--- src/rtl/draw_sprite.sv ---
// Sprite blitter: walks an SPR_W x SPR_H ROM row-major, emitting one clipped pixel write every 3 cycles.
// Optional macro DRAW_SPRITE_TRANSPARENT_EN suppresses writes of pixels whose colour equals TKEY.
//
// state   | meaning
// IDLE    | waiting for start; anchor latched on accept
// ADDR    | rom_addr presented; pixel X/Y registered
// DATA    | ROM latency; colour and clip flag registered
// WRITE   | pixel write strobe (unless clipped/keyed); advance col/row
// DONE    | draw_done pulse; draw_count increments
module draw_sprite #(
  parameter int                 SPR_W    = 8,
  parameter int                 SPR_H    = 8,
  parameter int                 ADDR_W   = 6,
  parameter int                 COLOR_W  = 12,
  parameter int                 SCREEN_W = 320,
  parameter int                 SCREEN_H = 240,
  parameter logic [COLOR_W-1:0] TKEY     = '0
) (
  input  logic               clk,
  input  logic               resetn,
  input  logic               start,
  input  logic [8:0]         x_init,
  input  logic [7:0]         y_init,
  input  logic               clear_count,
  output logic [ADDR_W-1:0]  rom_addr,
  input  logic [COLOR_W-1:0] rom_q,
  output logic [8:0]         X_out,
  output logic [7:0]         Y_out,
  output logic [COLOR_W-1:0] Color_out,
  output logic               writeEn,
  output logic               busy,
  output logic               draw_done,
  output logic [7:0]         draw_count
);

`ifdef DRAW_SPRITE_TRANSPARENT_EN
  localparam bit TRANSP_EN = 1'b1;
`else
  localparam bit TRANSP_EN = 1'b0;
`endif

  localparam logic [6:0] COL_LAST = 7'(SPR_W - 1);
  localparam logic [6:0] ROW_LAST = 7'(SPR_H - 1);
  localparam logic [9:0] X_LIM    = 10'(SCREEN_W);
  localparam logic [8:0] Y_LIM    = 9'(SCREEN_H);

  typedef enum logic [2:0] {S_IDLE, S_ADDR, S_DATA, S_WRITE, S_DONE} state_t;

  state_t     state;
  logic [8:0] x_lat;
  logic [7:0] y_lat;
  logic [6:0] col;
  logic [6:0] row;
  logic       clip;

  logic [9:0] x_sum;
  logic [8:0] y_sum;
  logic       last_col;
  logic       last_pix;
  logic       key_hit;

  // Wide sums so off-screen pixels are detected instead of wrapping.
  assign x_sum    = {1'b0, x_lat} + {3'b000, col};
  assign y_sum    = {1'b0, y_lat} + {2'b00, row};
  assign last_col = (col == COL_LAST);
  assign last_pix = last_col && (row == ROW_LAST);
  assign key_hit  = (Color_out == TKEY);

  assign busy      = (state != S_IDLE);
  assign draw_done = (state == S_DONE);
  assign writeEn   = (state == S_WRITE) && !clip && !(TRANSP_EN && key_hit);

  always_ff @(posedge clk or negedge resetn) begin
    if (!resetn) begin
      state      <= S_IDLE;
      x_lat      <= '0;
      y_lat      <= '0;
      col        <= '0;
      row        <= '0;
      clip       <= 1'b0;
      rom_addr   <= '0;
      X_out      <= '0;
      Y_out      <= '0;
      Color_out  <= '0;
      draw_count <= '0;
    end else begin
      if (clear_count)
        draw_count <= '0;
      else if (state == S_DONE)
        draw_count <= draw_count + 8'd1;

      case (state)
        S_IDLE: begin
          if (start) begin
            x_lat    <= x_init;
            y_lat    <= y_init;
            col      <= '0;
            row      <= '0;
            rom_addr <= '0;
            state    <= S_ADDR;
          end
        end
        S_ADDR: begin
          X_out <= x_sum[8:0];
          Y_out <= y_sum[7:0];
          state <= S_DATA;
        end
        S_DATA: begin
          Color_out <= rom_q;
          clip      <= (x_sum >= X_LIM) || (y_sum >= Y_LIM);
          state     <= S_WRITE;
        end
        S_WRITE: begin
          // Row-major walk: row*SPR_W + col is just a running increment.
          rom_addr <= rom_addr + ADDR_W'(1);
          if (last_col) begin
            col <= '0;
            row <= row + 7'd1;
          end else begin
            col <= col + 7'd1;
          end
          state <= last_pix ? S_DONE : S_ADDR;
        end
        S_DONE:  state <= S_IDLE;
        default: state <= S_IDLE;
      endcase
    end
  end

endmodule

--- config.mk ---
export PLATFORM = sky130hd
export DESIGN_NAME = draw_sprite
export DESIGN_NICKNAME = d
export VERILOG_FILES = /design/src/rtl/draw_sprite.sv
export SDC_FILE = /design/constraint.sdc
export NUM_CORES = 1
export LEC_CHECK = 0
export BUFFER_PORTS_ARGS = -buffer_cell sky130_fd_sc_hd__buf_2
export CAP_MARGIN = 30
export CELL_PAD_IN_SITES_DETAIL_PLACEMENT = 2
export CELL_PAD_IN_SITES_GLOBAL_PLACEMENT = 2
export CORE_ASPECT_RATIO = 1.25
export CORE_MARGIN = 3
export CORE_UTILIZATION = 32
export CTS_BUF_LIST = sky130_fd_sc_hd__clkbuf_4 sky130_fd_sc_hd__clkbuf_8
export CTS_CLUSTER_SIZE = 28
export DETAILED_ROUTE_END_ITERATION = 10
export PLACE_DENSITY = 0.88
export SYNTH_ARGS = -nofsm -noshare
export SYNTH_HDL_FRONTEND = slang
export SYNTH_SLANG_ARGS = --single-unit
export TNS_END_PERCENT = 10
--- constraint.sdc ---
create_clock -name clk -period 2 [get_ports clk]
set_input_delay 0.6 -clock clk [delete_from_list [all_inputs] [get_ports clk]]
set_output_delay 0.6 -clock clk [all_outputs]
set_load 0.01 [all_outputs]
### Yosys cells after proc, flatten, opt, wreduce, memory -nomap -nowiden

Index checks and enable logic that the tools add are counted.

* input port bits: 33
* flip-flop bits (word level): 78
* output and inout port bits: 46
* logic and storage cells: 50

* $add $sub $neg: 6
* multiplexer cells: 12
* order comparisons: 2
* equality and inequality tests: 8
* reduce and logical (&&, ||, !) cells: 11

Operators with widths (number)
* 7-bit one-hot mux with 2 select lines: 2
* 7-bit 2-to-1 mux: 3
* 8-bit 2-to-1 mux: 2
* 7-bit by 1-bit adder with 7-bit output, second input constant: 2
* 7-bit by 3-bit equality test with 1-bit output, second input constant: 2
* 3-bit one-hot mux with 4 select lines: 1
* 6-bit one-hot mux with 2 select lines: 1
* 9-bit by 7-bit adder with 10-bit output: 1
* 10-bit by 9-bit greater-or-equal comparator with 1-bit output, second input constant: 1
* 8-bit by 7-bit adder with 9-bit output: 1
* 9-bit by 8-bit greater-or-equal comparator with 1-bit output, second input constant: 1
* 8-bit by 1-bit adder with 8-bit output, second input constant: 1
* 6-bit by 1-bit adder with 6-bit output, second input constant: 1
* 3-bit by 2-bit equality test with 1-bit output, second input constant: 2
* 3-bit 2-to-1 mux: 2
* 6-bit 2-to-1 mux: 1
* 2-bit != test, second input constant: 2
* 2-bit AND reduction: 2
* 2-bit nonzero test: 2
* 3-bit by 1-bit equality test with 1-bit output, second input constant: 1
* 3-bit equality test, second input constant: 1
* 3-bit logical NOT: 1
* 3-bit AND reduction: 1
* 3-bit nonzero test: 1
* other kinds (3): 4

### Longest topological paths before layout

Gate-level depths: netlist (run 1).

* depth in word-level cells: 4
* depth in mapped cells: 7
* gate-level depth less buffers: 7

### Least setup slack after synthesis (run 1)

OpenSTA, ideal clock, no wires.

* path kind: reg2reg
* start: reg col[0]
* end: reg clip
* slack: -0.131 ns
* stages on the path, launching flop included: 8
* data required time: 1.858 ns
* clock period less this slack: 2.131 ns
* path buffers: 0
* library setup time: 0.142 ns
* arrival time: 1.989 ns
* cell sequence: dfrtp_1 > ha_1 > fa_1 > a211oi_1 > o21bai_1 > a21oi_1 > a221o_1 > o221ai_1

* word-level cells in the longest chain between the ends: 3

Ends and longest elaborated chain
* start: declaration: line 52 `logic [6:0] col;`
* start signal: assignment: line 120 `col <= col + 7'd1;`
* 9-bit by 7-bit adder with 10-bit output: line 63 `assign x_sum = {1'b0, x_lat} + {3'b000, col};`
* 10-bit by 9-bit greater-or-equal comparator with 1-bit output: line 110 `clip <= (x_sum >= X_LIM) || (y_sum >= Y_LIM);`
* 1-bit logical OR: line 110
* end signal: assignment: line 110
* end: declaration: line 54 `logic clip;`

Every way passes these cells.
A chain may end at the register's enable or synchronous reset.

### Worst setup path after layout (run 1)

* start: reg y_lat[1]
* end: reg clip

* word-level cells in the longest chain between the ends: 3

Ends and longest elaborated chain
* start: declaration: line 51 `logic [7:0] y_lat;`
* start signal: assignment: line 96 `y_lat <= y_init;`
* 8-bit by 7-bit adder with 9-bit output: line 64 `assign y_sum = {1'b0, y_lat} + {2'b00, row};`
* 9-bit by 8-bit greater-or-equal comparator with 1-bit output: line 110
* 1-bit logical OR: line 110

Every way passes these cells.

==> reports/results.ini, run 1 <==
[cells_and_area]
fin_nets = 579
drive_gt1_frac = 0.3861
syn2layout_area_growth_pct = 34.57
mostFrequentLayoutCells = nand2_1, buf_2, dfrtp_1, buf_4
finish.instance_area_um2 = 5343
final_common_cell = nand2_1
fill_cells = 1300

[die]
dieArea_um2 = 13790
die_h_um = 130.5
num_rows = 44
die_w_um = 105.6
start_util = 0.3339
coreArea_um2 = 11890
io-pin-count = 79

[clock_tree]
cts_max_level = 3
numCtsBuffers = 9
clk_pin_slew_ps = 100
clock_latency_ps = 380
cts_tree = yes
root_buffer = clkbuf_8
cts_sinks = 78
cts.path.max_buffers = 2

[routing]
via_per_inst = 5.377
ant_nets = 0
dr.first_iter.drc_count = 180
routed_wl_um = 17610
via_count = 3726
routedWlPerCell_um = 25.41
drc = 0
dr.pass1.iters = 4

[sta]
drv_slew = 0
skew_ps = 18.37
min_period_ps = 2205
final.setup.worst_slack_ps = -205.1
tightest_slew_ps = 474.2
max_freq_mhz = 453.5
fin_crit_sh = 1.103
max_slew_margin = 0.6839
hold_viol = 0
grt_setup_unrepaired = yes
finalSetupViolCount = 13

[worst_setup_path]
r2r_start = y_lat[1]$_DFFE_PN0P_
end_kind = register
cp_slowest_cell = dfrtp_1
r2r_slack_ps = -210
cp_max_fo = 3
crit_path_start = y_lat[1]$_DFFE_PN0P_
rr_endpoint = clip$_DFFE_PN0P_
crit_cells = 6
crit_chain = ha_1 > a211oi_4 > o21bai_1 > a21oi_1 > xor2_1 > o221ai_1
worst-r2r-cell-count = 6
arrival_ps = 2440
worst_path_largest_cell_delay_ps = 440
start_kind = register
required_ps = 2240
path_class = register to register
endpoint = clip$_DFFE_PN0P_
path_buf_inv = 0
critical-path-top-delay-family = compound AO/OA/AOI/OAI gates

[global_route]
grt_first_pass_wirelength_um = 25030
track_usage = 0.2382
grt_overflow_total = 0
grt_max_degree = 30
antenna_found_initial = 0
grt_pass1_vias = 4247

[logic_synthesis]
synth_edf_count = 0
netlist_instances = 405
syn-mean-instance-area_um2 = 9.803
synth_cell_type_count = 50
synth-seq-area-share = 0.4916
synth_area_um2 = 3970
synth_nets = 458
synthFlopType = dfrtp_1
async_reset_ff_frac = 1.000
ys_top_cells_by_area = dfrtp_1, nand2_1, ha_1
synth_area_leader_cell = dfrtp_1
yosysTopAreaCellShare = 0.4916
synth_seq_cells = 78
ys.warnings.count = 0

[outcome]
failed_checks = setup timing
status = complete, but fails checks

[flow_run]
drv_cap = 0

[power_and_ir_drop]
ir_drop_mv = 0.5273
power_mw = 8.209
p_leak_nw = 2.577
powerDensity_nw_per_um2 = 1536

[placed_design]
gp_congestion = 0.8553
dp_hpwl_um = 9812
portBuffers = 78
placed_area_um2 = 4738

[min_path]
hold_class = primary input to async pin

==> cells in the mapped netlist (all sizes together), types with 2 or more instances <==
cell type and instances:
nand2 91, dfrtp 78, nor2 33, o21ai 33, ha 18, mux2 17, nand3 16, a21oi 14
xor2 14, xnor2 10, buf 9, and3 6, clkbuf 6, nand4 6, inv 5, mux2i 4
nand2b 4, a21o 3, nor3b 3, a211oi 2, and3b 2, fa 2, o211ai 2, o21a 2
o21bai 2, o31ai 2, or3 2, or3b 2, or4 2
==> layout make-up <==
type | count | area [µm²] | share of cell area
sequential | 78 | 1958 | 0.3665
antenna | 1 | 2.502 | 0.0004684
tap | 161 | 201.4 | 0.03770
multi-input combinational | 307 | 2141 | 0.4007
clock inverter | 6 | 93.84 | 0.01756
timing repair buffer | 125 | 789.5 | 0.1478
clock buffer | 10 | 137.6 | 0.02576
inverter | 5 | 18.77 | 0.003513
==> logic make-up after synthesis <==
| family | count (synthesis) | synth area share |
|---|---|---|
| fa+ha+maj | 20 | 0.06682 |
| compound gates | 68 | 0.1078 |
| xor+xnor | 24 | 0.05295 |
| mux | 21 | 0.05830 |
| buf+inv | 20 | 0.02112 |
| flops | 78 | 0.4916 |
| simple gates | 174 | 0.2014 |
==> state kept, by name, summed over array words and instances, names as in the netlist <==
register    count
row             7
X_out           9
Color_out      12
clip            1
rom_addr        6
Y_out           8
x_lat           9
draw_count      8
state           3
col             7
y_lat           8
==> worst min path at each step <==
stage | start | end | slack, ps | cells past startpoint
2_1_floorplan | resetn | Color_out[0]$_DFFE_PN0P_ | 300 | 0
4_1_cts | resetn | col[1]$_DFFE_PN0P_ | 130 | 1
6_report | resetn | col[1]$_DFFE_PN0P_ | 140 | 1
3_5_place_dp | Y_out[5]$_DFFE_PN0N_ | Y_out[5]$_DFFE_PN0N_ | 470 | 2
5_1_grt | resetn | col[1]$_DFFE_PN0P_ | 150 | 1
3_3_place_gp | X_out[5]$_DFFE_PN0N_ | X_out[5]$_DFFE_PN0N_ | 460 | 2
==> worst register-to-register path, delay by kind of cell, from the launching register on <==
family          cells  cell delay (ps)
fa+ha+maj           1              360
xor+xnor            1              310
compound gates      4              960
flops               1              440
==> per-layer routing <==
metal,vias to the layer above,share of wire,GRT usage
met1,1942,0.38,0.2699
met2,98,0.56,0.4456
met5,-,0,0
li1,1644,-,-
met4,0,0.033,0.1029
met3,42,0.035,0.03686
==> metrics by stage <==
| stage | cells | utilization | worst slack [ps] | setup TNS [ps] | hold WS (ps) |
|---|---|---|---|---|---|
| after detailed placement | 656 | 0.3985 | -115.7 | -336.2 | 470.2 |
| after floorplan | 405 | - | 13.32 | 0 | 304.4 |
| after global routing | 692 | 0.4491 | -239.2 | -2003 | 152.3 |
| after CTS | 685 | 0.4326 | -54.71 | -240.2 | 126.4 |
| after global placement | 656 | 0.3985 | 0.2995 | 0 | 460.4 |
| final | 693 | 0.4493 | -205.1 | -1231 | 141.6 |
==> power breakdown <==
| part | total [mW] | switching [mW] | internal [mW] |
|---|---|---|---|
| Clock | 1.42 | 0.673 | 0.746 |
| Sequential | 2.75 | 0.586 | 2.16 |
| Combinational | 4.04 | 2.30 | 1.74 |
==> repair_timing <==
| action | in CTS | in global routing |
|---|---|---|
| pin swaps | 8 | 18 |
| setup buffers | 13 | 7 |
| setup endpoints to repair | 9 | 19 |
| hold buffers | 0 | 0 |
| gates resized for setup | 17 | 34 |
Note: power is estimated with default switching activity, not from simulation.
==> run 2, diff against run 1 <==
ABC_AREA = 1   (was unset)
CORE_UTILIZATION = 30   (was 32)
==> run 2 against run 1 <==
Effect of this change:
- the run still ends with setup timing left
- first-iteration DRC count shrank 21%
- clock-buffer cell count is the same
- final area shrank 3.3%
==> reports/results.ini, run 2 <==
[die]
start_util = 0.3075
dieArea_um2 = 15070
num_rows = 47
coreArea_um2 = 13290
die_h_um = 136.5
io-pin-count = 79
die_w_um = 110.4

[clock_tree]
numCtsBuffers = 9
cts_sinks = 78
clock_latency_ps = 380
clk_pin_slew_ps = 100
cts.path.max_buffers = 2
cts_tree = yes
cts_hold_buffers = 0
cts_max_level = 3
root_buffer = clkbuf_8

[cells_and_area]
mostFrequentLayoutCells = nand2_1, buf_2, dfrtp_1, inv_1, nand3_1
final_common_cell = nand2_1
multi_input_area_um2 = 2059
regMostFlops = Color_out
top_regs = Color_out (12), X_out (9), x_lat (9)
diodes = 0
drive_gt1_frac = 0.2622
syn2layout_area_growth_pct = 26.36
finish.instance_area_um2 = 5164
largest_reg_flops = 12
register_area_um2 = 1961
fill_cells = 1559
fin_nets = 662

[global_route]
grt_overflow_total = 0
grt_max_degree = 30
grt_first_pass_wirelength_um = 23250
track_usage = 0.2034
grt_pass1_vias = 4419
antenna_found_initial = 0

[flow_run]
drv_cap = 0

[logic_synthesis]
synth-seq-area-share = 0.4776
synth_edf_count = 0
synth_common_cells = nand2_1, dfrtp_1, inv_1
netlist_instances = 510
ys_top_cells_by_area = dfrtp_1, nand2_1, ha_1
ys.warnings.count = 0
async_reset_ff_frac = 1.000
synth_area_um2 = 4086
synth_most_common_cell = nand2_1
yosysTopAreaCellShare = 0.4776
synth_seq_cells = 78
syn-mean-instance-area_um2 = 8.013
synth_area_leader_cell = dfrtp_1
synth_cell_type_count = 32
synth_nets = 563
synthFlopType = dfrtp_1

[placed_design]
placed_area_um2 = 4740
pre_cts_slack_ps = -18.93
gp_congestion = 0.8155
dp_hpwl_um = 10480
portBuffers = 78

[routing]
via_count = 3973
via_per_inst = 5.061
dr.pass1.iters = 5
drc = 0
ant_nets = 0
routed_wl_um = 16770
routedWlPerCell_um = 21.36
dr.first_iter.drc_count = 143

[sta]
setup_total_negative_slack_ps = -45.16
max_freq_mhz = 489.0
max_slew_margin = 0.4653
tightest_slew_ps = 801.2
grt_setup_unrepaired = yes
fin_crit_sh = 1.023
min_period_ps = 2045
drv_slew = 0
hold_viol = 0
skew_ps = 13.92
finalSetupViolCount = 1
holdWs_ps = 71.02
final.setup.worst_slack_ps = -45.16

[power_and_ir_drop]
p_clk_frac = 0.149
p_comb_frac = 0.490
switching_share = 0.4755
ir_drop_mv = 0.4117
p_sw_mw = 3.643
sequentialPowerShare = 0.361
p_int_mw = 4.019
p_leak_nw = 2.733
powerDensity_nw_per_um2 = 1484
power_mw = 7.662

[min_path]
hold_class = primary input to async pin

[worst_setup_path]
required_ps = 2280
end_kind = register
start_kind = register
path_class = register to register
arrival_ps = 2330
cp_max_fo = 9

[outcome]
status = complete, but fails checks
failed_checks = setup timing

==> run 2: cell count changes after synthesis, moves of 4 or more <==
cell,delta
inv_1,+43
o21ai_0,-11
mux2_2,-17
nand2b_1,-4
and3_1,-5
nand2_1,+108
xor2_1,-7
a21oi_1,+6
nand3_1,+16
xnor2_1,-5
nor3_1,+4
mux2i_1,-4
==> run 2: routing by layer <==
layer  GRT usage  wire (µm)  vias to the layer above
li1            -          -                     1826
met1      0.2182       6363                     2018
met2      0.3772       9344                       84
met3     0.03040        388                       45
met4      0.1054        672                        0
met5           0          0                        -
==> run 2: cells by family (layout without fill, tap and decap cells) <==
family / Yosys count / after routing / share of synthesized area
fa+ha+maj: 20 / 20 / 0.06491
buf+inv: 60 / 164 / 0.05817
flops: 78 / 78 / 0.4776
xor+xnor: 12 / 12 / 0.02572
compound gates: 51 / 51 / 0.06859
simple gates: 289 / 289 / 0.3050
==> run 2: area by class of cell <==
cell class / instances / area share
clock buffers: 10 / 0.02665
inverters: 51 / 0.03756
multi-input cells: 372 / 0.3988
repair buffers: 97 / 0.1086
well taps: 171 / 0.04143
flip-flops and latches: 78 / 0.3797
clock inverters: 6 / 0.007269
==> run 2: worst paths after layout <==
check / cells past startpoint / end / slack (ps) / from
worst min-delay path: 1 / rom_addr[2]$_DFFE_PN0P_ / 70 / resetn
max in group asynchronous: 2 / draw_count[3]$_DFFE_PN0P_ / 1350 / resetn
worst max-delay path: 9 / row[2]$_DFFE_PN0P_ / -50 / col[1]$_DFFE_PN0P_
min in group clk: 2 / draw_count[4]$_DFFE_PN0P_ / 390 / clear_count
worst max register to register: 9 / row[2]$_DFFE_PN0P_ / -50 / col[1]$_DFFE_PN0P_
worst min register to register: 1 / draw_count[7]$_DFFE_PN0P_ / 470 / draw_count[7]$_DFFE_PN0P_
==> run 2: stage by stage <==
stage / instances / util
after floorplan: 510 / -
after global placement: 759 / 0.3566
after detailed placement: 759 / 0.3566
after CTS: 775 / 0.3741
after global routing: 785 / 0.3885
final: 785 / 0.3885
==> run 2: power by group through the flow <==
stage,clock network (mW),registers [mW],logic (mW)
floorplan,0,2.68,1.89
CTS,1.15,2.69,3.41
global placement,0,2.62,3.00
global route,1.21,2.83,4.15
detailed placement,0,2.67,3.24
finish,1.14,2.76,3.76
==> run 2: repair_timing <==
item | 4_1_cts | 5_1_grt
endpoints found under the hold margin | 0 | 0
buffers inserted | 0 | 10
gates resized for setup | 13 | 28
pin swaps | 1 | 9
setup endpoints to repair | 4 | 5
==> run 2: critical path: stages, from the launching register on <==
cell and delay, ps:
dfrtp_2 450, ha_1 220, nand2_1 90, inv_1 100, nand4_1 190, nand2_2 230
nand2_8 110, nor2_1 190, o21ai_0 150, a21oi_1 210
